[src/rtl/fifo_burst_reader_if.sv]
// Bundle of command, rotating-FIFO read/rotate and output-stream signals for fifo_burst_reader.
// The master modport is the burst reader; the slave modport is the surrounding FIFO/consumer side.
interface fifo_burst_reader_if #(
  parameter int DATA_WIDTH = 8,
  parameter int DEPTH      = 8,
  parameter int ADDR_WIDTH = $clog2(DEPTH),
  parameter int LEN_WIDTH  = 8
);
  logic                  cmd_valid;
  logic                  cmd_ready;
  logic [ADDR_WIDTH-1:0] cmd_offset;
  logic [LEN_WIDTH-1:0]  cmd_len;
  logic                  fifo_rd_en;
  logic [DATA_WIDTH-1:0] fifo_rd_data;
  logic                  fifo_empty;
  logic [ADDR_WIDTH:0]   fifo_data_count;
  logic                  fifo_rotate_en;
  logic [ADDR_WIDTH-1:0] fifo_rotate_amount;
  logic                  fifo_rotate_direction;
  logic                  m_valid;
  logic                  m_ready;
  logic [DATA_WIDTH-1:0] m_data;
  logic                  m_last;
  logic                  done;
  logic                  err;

  modport master (
    input  cmd_valid, cmd_offset, cmd_len, fifo_rd_data, fifo_empty, fifo_data_count, m_ready,
    output cmd_ready, fifo_rd_en, fifo_rotate_en, fifo_rotate_amount, fifo_rotate_direction,
           m_valid, m_data, m_last, done, err
  );

  modport slave (
    output cmd_valid, cmd_offset, cmd_len, fifo_rd_data, fifo_empty, fifo_data_count, m_ready,
    input  cmd_ready, fifo_rd_en, fifo_rotate_en, fifo_rotate_amount, fifo_rotate_direction,
           m_valid, m_data, m_last, done, err
  );
endinterface

[src/rtl/fifo_burst_reader.sv]
// Burst read engine for the rotating register FIFO: one left-rotate to the requested offset,
// then pops cmd_len items through a 2-entry output buffer onto a valid/ready stream.
module fifo_burst_reader #(
  parameter int DATA_WIDTH = 8,
  parameter int DEPTH      = 8,
  parameter int ADDR_WIDTH = $clog2(DEPTH),
  parameter int LEN_WIDTH  = 8
) (
  input  logic                clk,
  input  logic                rst,
  fifo_burst_reader_if.master bus
);
  typedef enum logic [2:0] {IDLE, ROTATE, SETTLE, BURST, DRAIN, FINISH} state_t;

  state_t                     state;
  logic [LEN_WIDTH-1:0]       remaining;
  logic [1:0][DATA_WIDTH-1:0] buf_data;
  logic [1:0]                 buf_last;
  logic [1:0]                 buf_cnt;
  logic                       cmd_ready_q, rot_en_q, done_q, err_q;
  logic [ADDR_WIDTH-1:0]      rot_amt_q;
  logic                       pop, push;

  // Head of the FIFO is fall-through, so the pop decision is combinational and a
  // same-cycle consumer pop frees a slot, keeping 1 item/cycle throughput.
  assign pop  = (buf_cnt != 2'd0) && bus.m_ready;
  assign push = (state == BURST) && !bus.fifo_empty && (remaining != '0) &&
                ((buf_cnt != 2'd2) || pop);

  assign bus.fifo_rd_en            = push;
  assign bus.fifo_rotate_en        = rot_en_q;
  assign bus.fifo_rotate_amount    = rot_amt_q;
  assign bus.fifo_rotate_direction = 1'b0;
  assign bus.cmd_ready             = cmd_ready_q;
  assign bus.m_valid               = (buf_cnt != 2'd0);
  assign bus.m_data                = buf_data[0];
  assign bus.m_last                = buf_last[0];
  assign bus.done                  = done_q;
  assign bus.err                   = err_q;

  always_ff @(posedge clk) begin
    if (rst) begin
      state       <= IDLE;
      remaining   <= '0;
      cmd_ready_q <= 1'b1;
      rot_en_q    <= 1'b0;
      rot_amt_q   <= '0;
      done_q      <= 1'b0;
      err_q       <= 1'b0;
      buf_data    <= '0;
      buf_last    <= '0;
      buf_cnt     <= 2'd0;
    end else begin
      rot_en_q <= 1'b0;
      done_q   <= 1'b0;
      err_q    <= 1'b0;
      case (state)
        IDLE: if (bus.cmd_valid) begin
          remaining   <= bus.cmd_len;
          cmd_ready_q <= 1'b0;
          if (bus.cmd_len == '0) begin
            state  <= FINISH;
            done_q <= 1'b1;
          end else if (bus.cmd_offset == '0) begin
            state <= BURST;
          end else if ({1'b0, bus.cmd_offset} >= bus.fifo_data_count) begin
            // Offset points past the occupied entries: reject without touching the FIFO.
            state  <= FINISH;
            done_q <= 1'b1;
            err_q  <= 1'b1;
          end else begin
            state     <= ROTATE;
            rot_en_q  <= 1'b1;
            rot_amt_q <= bus.cmd_offset;
          end
        end
        ROTATE: state <= SETTLE;
        SETTLE: state <= BURST;
        BURST: if (push) begin
          remaining <= remaining - LEN_WIDTH'(1);
          if (remaining == LEN_WIDTH'(1)) state <= DRAIN;
        end
        DRAIN: if (buf_cnt == 2'd0 || (pop && buf_cnt == 2'd1)) begin
          state  <= FINISH;
          done_q <= 1'b1;
        end
        FINISH: begin
          state       <= IDLE;
          cmd_ready_q <= 1'b1;
        end
        default: state <= IDLE;
      endcase

      // Output buffer kept head-aligned: entry 0 is always the beat on m_data.
      case ({push, pop})
        2'b10: begin
          buf_data[buf_cnt[0]] <= bus.fifo_rd_data;
          buf_last[buf_cnt[0]] <= (remaining == LEN_WIDTH'(1));
          buf_cnt              <= buf_cnt + 2'd1;
        end
        2'b01: begin
          buf_data[0] <= buf_data[1];
          buf_last[0] <= buf_last[1];
          buf_cnt     <= buf_cnt - 2'd1;
        end
        2'b11: begin
          if (buf_cnt == 2'd1) begin
            buf_data[0] <= bus.fifo_rd_data;
            buf_last[0] <= (remaining == LEN_WIDTH'(1));
          end else begin
            buf_data[0] <= buf_data[1];
            buf_last[0] <= buf_last[1];
            buf_data[1] <= bus.fifo_rd_data;
            buf_last[1] <= (remaining == LEN_WIDTH'(1));
          end
        end
        default: ;
      endcase
    end
  end
endmodule
[src/flat_wrapper.sv]
// flat-port wrapper written by rule: the top's interface ports become plain ports
module fifo_burst_reader_flat 
#(
  parameter int DATA_WIDTH = 8,
  parameter int DEPTH      = 8,
  parameter int ADDR_WIDTH = $clog2(DEPTH),
  parameter int LEN_WIDTH  = 8
)
  (clk, rst, bus_cmd_valid, bus_cmd_offset, bus_cmd_len, bus_fifo_rd_data, bus_fifo_empty, bus_fifo_data_count, bus_m_ready, bus_cmd_ready, bus_fifo_rd_en, bus_fifo_rotate_en, bus_fifo_rotate_amount, bus_fifo_rotate_direction, bus_m_valid, bus_m_data, bus_m_last, bus_done, bus_err);
  fifo_burst_reader_if #(.DATA_WIDTH(DATA_WIDTH), .DEPTH(DEPTH), .ADDR_WIDTH(ADDR_WIDTH), .LEN_WIDTH(LEN_WIDTH)) bus_i ();
  input  logic clk;
  input  logic rst;
  input wire logic [$bits(bus_i.cmd_valid)-1:0] bus_cmd_valid;
  input wire logic [$bits(bus_i.cmd_offset)-1:0] bus_cmd_offset;
  input wire logic [$bits(bus_i.cmd_len)-1:0] bus_cmd_len;
  input wire logic [$bits(bus_i.fifo_rd_data)-1:0] bus_fifo_rd_data;
  input wire logic [$bits(bus_i.fifo_empty)-1:0] bus_fifo_empty;
  input wire logic [$bits(bus_i.fifo_data_count)-1:0] bus_fifo_data_count;
  input wire logic [$bits(bus_i.m_ready)-1:0] bus_m_ready;
  output wire logic [$bits(bus_i.cmd_ready)-1:0] bus_cmd_ready;
  output wire logic [$bits(bus_i.fifo_rd_en)-1:0] bus_fifo_rd_en;
  output wire logic [$bits(bus_i.fifo_rotate_en)-1:0] bus_fifo_rotate_en;
  output wire logic [$bits(bus_i.fifo_rotate_amount)-1:0] bus_fifo_rotate_amount;
  output wire logic [$bits(bus_i.fifo_rotate_direction)-1:0] bus_fifo_rotate_direction;
  output wire logic [$bits(bus_i.m_valid)-1:0] bus_m_valid;
  output wire logic [$bits(bus_i.m_data)-1:0] bus_m_data;
  output wire logic [$bits(bus_i.m_last)-1:0] bus_m_last;
  output wire logic [$bits(bus_i.done)-1:0] bus_done;
  output wire logic [$bits(bus_i.err)-1:0] bus_err;
  assign bus_i.cmd_valid = bus_cmd_valid;
  assign bus_i.cmd_offset = bus_cmd_offset;
  assign bus_i.cmd_len = bus_cmd_len;
  assign bus_i.fifo_rd_data = bus_fifo_rd_data;
  assign bus_i.fifo_empty = bus_fifo_empty;
  assign bus_i.fifo_data_count = bus_fifo_data_count;
  assign bus_i.m_ready = bus_m_ready;
  assign bus_cmd_ready = bus_i.cmd_ready;
  assign bus_fifo_rd_en = bus_i.fifo_rd_en;
  assign bus_fifo_rotate_en = bus_i.fifo_rotate_en;
  assign bus_fifo_rotate_amount = bus_i.fifo_rotate_amount;
  assign bus_fifo_rotate_direction = bus_i.fifo_rotate_direction;
  assign bus_m_valid = bus_i.m_valid;
  assign bus_m_data = bus_i.m_data;
  assign bus_m_last = bus_i.m_last;
  assign bus_done = bus_i.done;
  assign bus_err = bus_i.err;
  fifo_burst_reader #(.DATA_WIDTH(DATA_WIDTH), .DEPTH(DEPTH), .ADDR_WIDTH(ADDR_WIDTH), .LEN_WIDTH(LEN_WIDTH)) u_core (.clk(clk), .rst(rst), .bus(bus_i));
endmodule
[config.mk]
export PLATFORM = sky130hd
export DESIGN_NAME = fifo_burst_reader_flat
export DESIGN_NICKNAME = d
export VERILOG_FILES = /design/src/rtl/fifo_burst_reader_if.sv /design/src/rtl/fifo_burst_reader.sv /design/src/flat_wrapper.sv
export SDC_FILE = /design/constraint.sdc
export NUM_CORES = 1
export LEC_CHECK = 0
export ABC_AREA = 1
export BUFFER_PORTS_ARGS = -buffer_cell sky130_fd_sc_hd__buf_4
export CORE_UTILIZATION = 31
export CTS_CLUSTER_DIAMETER = 120
export CTS_CLUSTER_SIZE = 25
export DETAILED_ROUTE_END_ITERATION = 8
export PLACE_DENSITY = 0.59
export RECOVER_POWER = 25
export SYNTH_ARGS = -nofsm -noshare
export SYNTH_HDL_FRONTEND = slang
export SYNTH_SLANG_ARGS = --single-unit
[constraint.sdc]
create_clock -name clk -period 2.41 [get_ports clk]
set_input_delay 0.723 -clock clk [delete_from_list [all_inputs] [get_ports clk]]
set_output_delay 0.723 -clock clk [all_outputs]
set_load 0.005 [all_outputs]
# ---- Yosys cells after proc, flatten, opt, wreduce, memory -nomap -nowiden
# Index checks and enable logic that the tools add are counted.
dict set report word_totals {
  wordCells 101
  reg_bits 38
  input_bits 28
}
dict set report classes {
  n_eq_ne 16
  addsub 3
  n_reduce_logical 27
  n_mux 35
  n_bitwise 5
  order_cmp 3
}
# op n
set op_table {}
lappend op_table {{$mux 8} 5}
lappend op_table {{$pmux 8 s2} 2}
lappend op_table {{$pmux 8 s3} 1}
lappend op_table {{$mux 3} 7}
lappend op_table {{$bwmux 16} 1}
lappend op_table {{$pmux 3 s5} 1}
lappend op_table {{$mux 1} 10}
lappend op_table {{$reduce_bool 2->1} 5}
lappend op_table {{$demux 8 s1} 1}
lappend op_table {{$eq 8x1->1 const B} 1}
lappend op_table {{$logic_not 8->1} 1}
lappend op_table {{$ne 2x2->1 const B} 4}
lappend op_table {{$reduce_bool 8->1} 1}
lappend op_table {{$sub 8x1->8 const B} 1}
lappend op_table {{$eq 3x2->1 const B} 2}
lappend op_table {{$eq 3x3->1 const B} 2}
lappend op_table {{$logic_and 1x1->1} 6}
lappend op_table {{$logic_not 3->1} 2}
lappend op_table {{$pmux 1 s2} 3}
lappend op_table {{$not 1->1} 5}
lappend op_table {{$reduce_and 5->1} 1}
lappend op_table {{$reduce_or 5->1} 1}
lappend op_table {{$eq 2x1->1 const B} 2}
lappend op_table {{$eq 2x2->1 const B} 2}
lappend op_table {{19 further kinds} 22}

# ---- Logic depth before layout (Yosys ltp)
dict set report logic_depth {
  depth_word 7
  mapped_depth 13
}

# ---- Least setup slack after synthesis
# OpenSTA, ideal clock, no wires.
dict set report synth_timing {
  kind {reg2out}
  from {reg u_core.buf_cnt[0]}
  to {out bus_fifo_rd_en}
  stages_incl_launch_ff 9
  slack_ns 0.299
  arrival_time_ns 1.388
  path_cell_list {dfxtp_1 > inv_1 > buf_4 > ha_1 > inv_1 > nand2_1 > nand2_1 > nand3_4 > inv_1}
}
dict set report synth_between {
  elab_chain_len 4
  elab_cells_between_ends 5
  classes_between {eq/ne (1); reduce/logical (4)}
}
# item line
set synth_rtl {}
lappend synth_rtl {{start: declaration} fifo_burst_reader.sv:19} ;# logic [1:0] buf_cnt;
lappend synth_rtl {{start signal: assignment} fifo_burst_reader.sv:99} ;# buf_cnt <= buf_cnt + 2'd1;
lappend synth_rtl {{start signal: assignment} fifo_burst_reader.sv:104} ;# buf_cnt <= buf_cnt - 2'd1;
lappend synth_rtl {{$reduce_bool 2->1} n/a}
lappend synth_rtl {{net bus_m_valid} flat_wrapper.sv:25} ;# output wire logic [$bits(bus_i.m_valid)-1:0] bus_m_valid;
lappend synth_rtl {{$logic_and 1x1->1} fifo_burst_reader.sv:26} ;# assign pop = (buf_cnt != 2'd0) && bus.m_ready;
lappend synth_rtl {{$logic_or 1x1->1} fifo_burst_reader.sv:28} ;# ((buf_cnt != 2'd2) || pop);
lappend synth_rtl {{$logic_and 1x1->1} fifo_burst_reader.sv:27} ;# assign push = (state == BURST) && !bus.fifo_empty && (remaining != '0) &&
lappend synth_rtl {{end: declaration} flat_wrapper.sv:21} ;# output wire logic [$bits(bus_i.fifo_rd_en)-1:0] bus_fifo_rd_en;
# The timed path passes the listed nets, and every way through them passes these cells.

# ---- Worst setup path in the final report
dict set report layout_timing {
  from {reg u_core.remaining[0]}
  to {out bus_fifo_rd_en}
}
dict set report layout_between {
  elab_chain_len 3
}
# item line
set layout_rtl {}
lappend layout_rtl {{start: declaration} fifo_burst_reader.sv:16} ;# logic [LEN_WIDTH-1:0] remaining;
lappend layout_rtl {{start signal: assignment} fifo_burst_reader.sv:59} ;# remaining <= bus.cmd_len;
lappend layout_rtl {{start signal: assignment} fifo_burst_reader.sv:80} ;# remaining <= remaining - LEN_WIDTH'(1);
lappend layout_rtl {{$reduce_bool 8->1} fifo_burst_reader.sv:27}
lappend layout_rtl {{$logic_and 1x1->1 (2 in series)} fifo_burst_reader.sv:27}
# Every way passes these cells.

==> qor.tcl <==
set qor(critical_path.startpoint_type) {flip-flop}
set qor(drv.max_cap_violation_count) 0
set qor(floorplan.io_pins) 47
set qor(fp.dieArea_um2) 8340
set qor(start_util_pct) 32.0
set qor(worst_setup_path_end_kind) {primary output}
set qor(run_status) {complete, no violations}
set qor(first_global_vias) 2256
set qor(grt_max_degree) 26
set qor(global_route.overflow_total) 0
set qor(clock-skew-final_ns) 0.00753
set qor(numCtsBuffers) 5
set qor(dpl_worst_slack_ns) 0.245
set qor(final_cell_mix) {nand2_1, inv_1, nor2_1, nand3_1, buf_4}
set qor(finalHoldViolCount) 0
set qor(routed_length_on_met2_um) 2830
set qor(timing_limited_maximum_frequency_mhz) 441
set qor(rsz0062_at_grt) {false}
set qor(setup-violations-final) 0
set qor(worst_hold_path_type) {flip-flop to flip-flop}
set qor(clock_tree.root_cell) {clkbuf_8}
set qor(critPathTopFamily) {simple AND/OR/NAND/NOR gates}
set qor(finalWorstSetupSlack_ns) 0.144
set qor(grt_antenna_before_repair) 0
set qor(cp.required_ns) 1.69
set qor(r2r_start) {u_core.remaining[0]$_SDFFE_PP0P_}
set qor(p_comb_share_pct) 47.6
set qor(total_via_count_in_the_routed_design) 2379
set qor(tritoncts_num_sinks) 38
set qor(wp_data_arrival_ns) 1.54
set qor(post_synth_num_cell_types) 34
set qor(multi_input_comb_area_um2) 1350
set qor(synth_nets) 422
set qor(timing.final.crit_share_pct) 94.0
set qor(final_common_cell) {nand2_1}
set qor(design.core.area_um2) 7730
set qor(first_iter_violations) 125
set qor(grt_usage_pct) 15.3
set qor(dr_wl_met3_um) 264
set qor(final_max_slew_viol_count) 0
set qor(antenna_cells) 0
set qor(vdd_ir_drop_max_mv) 0.318
set qor(final-seq-area_um2) 762
set qor(power.share.switching_pct) 41.1
set qor(grt_first_pass_wirelength_um) 10300
set qor(syn_area_per_cell_um2) 6.41
set qor(dieHeight_um) 91.3
set qor(tritoncts) {done}
set qor(ys_ff_latch) 38
set qor(synth.cell_area_um2) 2470
set qor(critical_path.slowest_cell) {dfxtp_1}
set qor(drive_above_1_share_pct) 19.1
set qor(period_minus_slack_ns) 2.27
set qor(placement_rows) 32
set qor(timing.critical_path.buf_inv) 3
set qor(fin_tns_setup_ns) 0
set qor(cts_hold_buf) 0
set qor(static-leakage-power_uw) 0.00148
set qor(insertion_delay_ns) 0.29
set qor(crit_fanout) 4
set qor(synthCells) 386
set qor(met1Wirelength_um) 2740
set qor(dr.pass1.iters) 4
set qor(power.switching_uw) 1270
set qor(power_per_cell_area_nw_per_um2) 1030
set qor(hpwlAfterDp_um) 4420
set qor(post_dp_cell_area_um2) 2850
set qor(slowest_delay_ns) 0.34
set qor(power.internal_uw) 1820
set qor(synth.yosys.seq_area_share_pct) 30.8
set qor(worst_hold_startpoint) {u_core.bus.fifo_rotate_amount[0]$_SDFFE_PP0P_}
set qor(final_cell_area_um2) 3000
set qor(p_clk_share_pct) 21.9
set qor(p_seq_share_pct) 30.6
set qor(drt_drc_violations_left) 0
set qor(htree_num_levels) 2
set qor(num-fill-cells) 830
set qor(place_congestion) 0.837
set qor(uppermost_layer_routed) {met4}
set qor(finalPower_uw) 3090
set qor(yosys_warnings) 0
set qor(critical_path_start) {u_core.remaining[0]$_SDFFE_PP0P_}
set qor(count_of_port_buffers_added_during_placement) 45
set qor(cts.clk_slew.worst_paths_ns) 0.08
set qor(detail_route.wirelength_um) 5910
set qor(syn_to_final_growth_pct) 21.3
set qor(final_hold_slack_ns) 0.487
set qor(drt-wirelength-per-cell_um) 11.2
set qor(cts.path.max_buffers) 2
set qor(path_cells) {inv_2, ha_2, nand2_1, nor2_4, nand2_2, nand3_4, inv_1, buf_4}
set qor(die_width_um) 91.3
set qor(critical_path_class) {flip-flop to primary output}
set qor(layout.nets) 460
set qor(vias_per_cell) 4.51
set qor(drtAntennaViolNets) 0
## routing by layer
metal	up-vias	track usage, %
met5	-	0
met3	4	2.35
li1	1285	-
met4	0	4.76
met1	1041	18.7
met2	49	27.3
## per-stage QoR
stage / std cells / utilization, %
floorplan: 386 / -
global placement: 518 / 36.8
detailed placement: 518 / 36.8
CTS: 526 / 38.7
global route: 527 / 38.8
finish: 527 / 38.8
## power groups by stage
stage	logic [uW]	clock network [uW]	registers, uW
after floorplan	1120	0	926
after global placement	1450	0	956
after detailed placement	1470	0	954
after CTS	1470	697	943
after global routing	1690	717	975
final	1470	677	945
## flip-flops by register name, summed over array words and instances, names as in the netlist
signal	count
u_core.bus.fifo_rotate_amount	3
u_core.buf_last	2
u_core.bus.m_data	8
u_core.bus.done	1
u_core.state	3
u_core.buf_data	8
u_core.buf_cnt	2
u_core.bus.cmd_ready	1
u_core.bus.err	1
u_core.bus.fifo_rotate_en	1
u_core.remaining	8
## cells by family (layout without fill, tap and decap cells)
| group | count (synthesis) | in the layout | synth area share (%) |
|---|---|---|---|
| AND/OR/NAND/NOR | 196 | 196 | 36.8 |
| buffers and inverters | 83 | 122 | 14.9 |
| AO/OA/AOI/OAI | 58 | 58 | 12.6 |
| flip-flops | 38 | 38 | 30.8 |
| adder cells (fa/ha/maj) | 8 | 8 | 4.05 |
| XOR/XNOR | 2 | 2 | 0.708 |
| other | 1 | 1 | 0.152 |
## worst reg2reg max path, cell delays in order (launching register included)
cell	delay [ns]
dfxtp_1	0.34
inv_2	0.09
ha_2	0.20
nand2_1	0.10
nor2_4	0.12
nand2_2	0.11
nand2_1	0.34
nand2_1	0.19
xor2_1	0.17
nand2_1	0.06
nand2_1	0.06
nor2_1	0.04
## synthesized netlist by cell type (all sizes together)
cell type / count / area, um2
a21oi: 14 / 70.1
nand2: 84 / 333
a31oi: 3 / 18.8
conb: 1 / 3.75
xor2: 2 / 17.5
o311ai: 1 / 8.76
nor3: 3 / 26.3
buf: 16 / 116
clkbuf: 4 / 15.0
o31ai: 1 / 7.51
dfxtp: 38 / 761
clkinv: 1 / 3.75
o21ai: 38 / 201
nor4: 1 / 6.26
o22ai: 1 / 6.26
inv: 62 / 233
nor2: 58 / 260
nand3: 46 / 260
and2: 1 / 6.26
ha: 8 / 100
nand4: 3 / 18.8
## worst paths after layout
| path | slack, ns | to | cells after the start |
|---|---|---|---|
| max | 0.14 | bus_fifo_rd_en | 8 |
| min reg2reg | 0.49 | u_core.bus.fifo_rotate_amount[0]$_SDFFE_PP0P_ | 2 |
| min | 0.49 | u_core.bus.fifo_rotate_amount[0]$_SDFFE_PP0P_ | 2 |
| max reg2reg | 0.49 | u_core.buf_cnt[1]$_SDFFE_PP0P_ | 11 |
## repair_timing
action / in CTS / in global routing
pin swaps: 0 / 1
buffers inserted: 0 / 1
endpoints found under the hold margin: 0 / 0
gates resized for setup: 1 / 5
setup endpoints to repair: 1 / 1
## final cells by class
class                           instances  area share, %
Clock inverter                          2           2.00
Sequential cell                        38           25.4
Multi-Input combinational cell        265           45.0
Timing Repair Buffer                   51           12.8
Tap cell                              102           4.25
Clock buffer                            6           2.75
Inverter                               63           7.88
No activity file was read; power rests on OpenSTA's default activity.
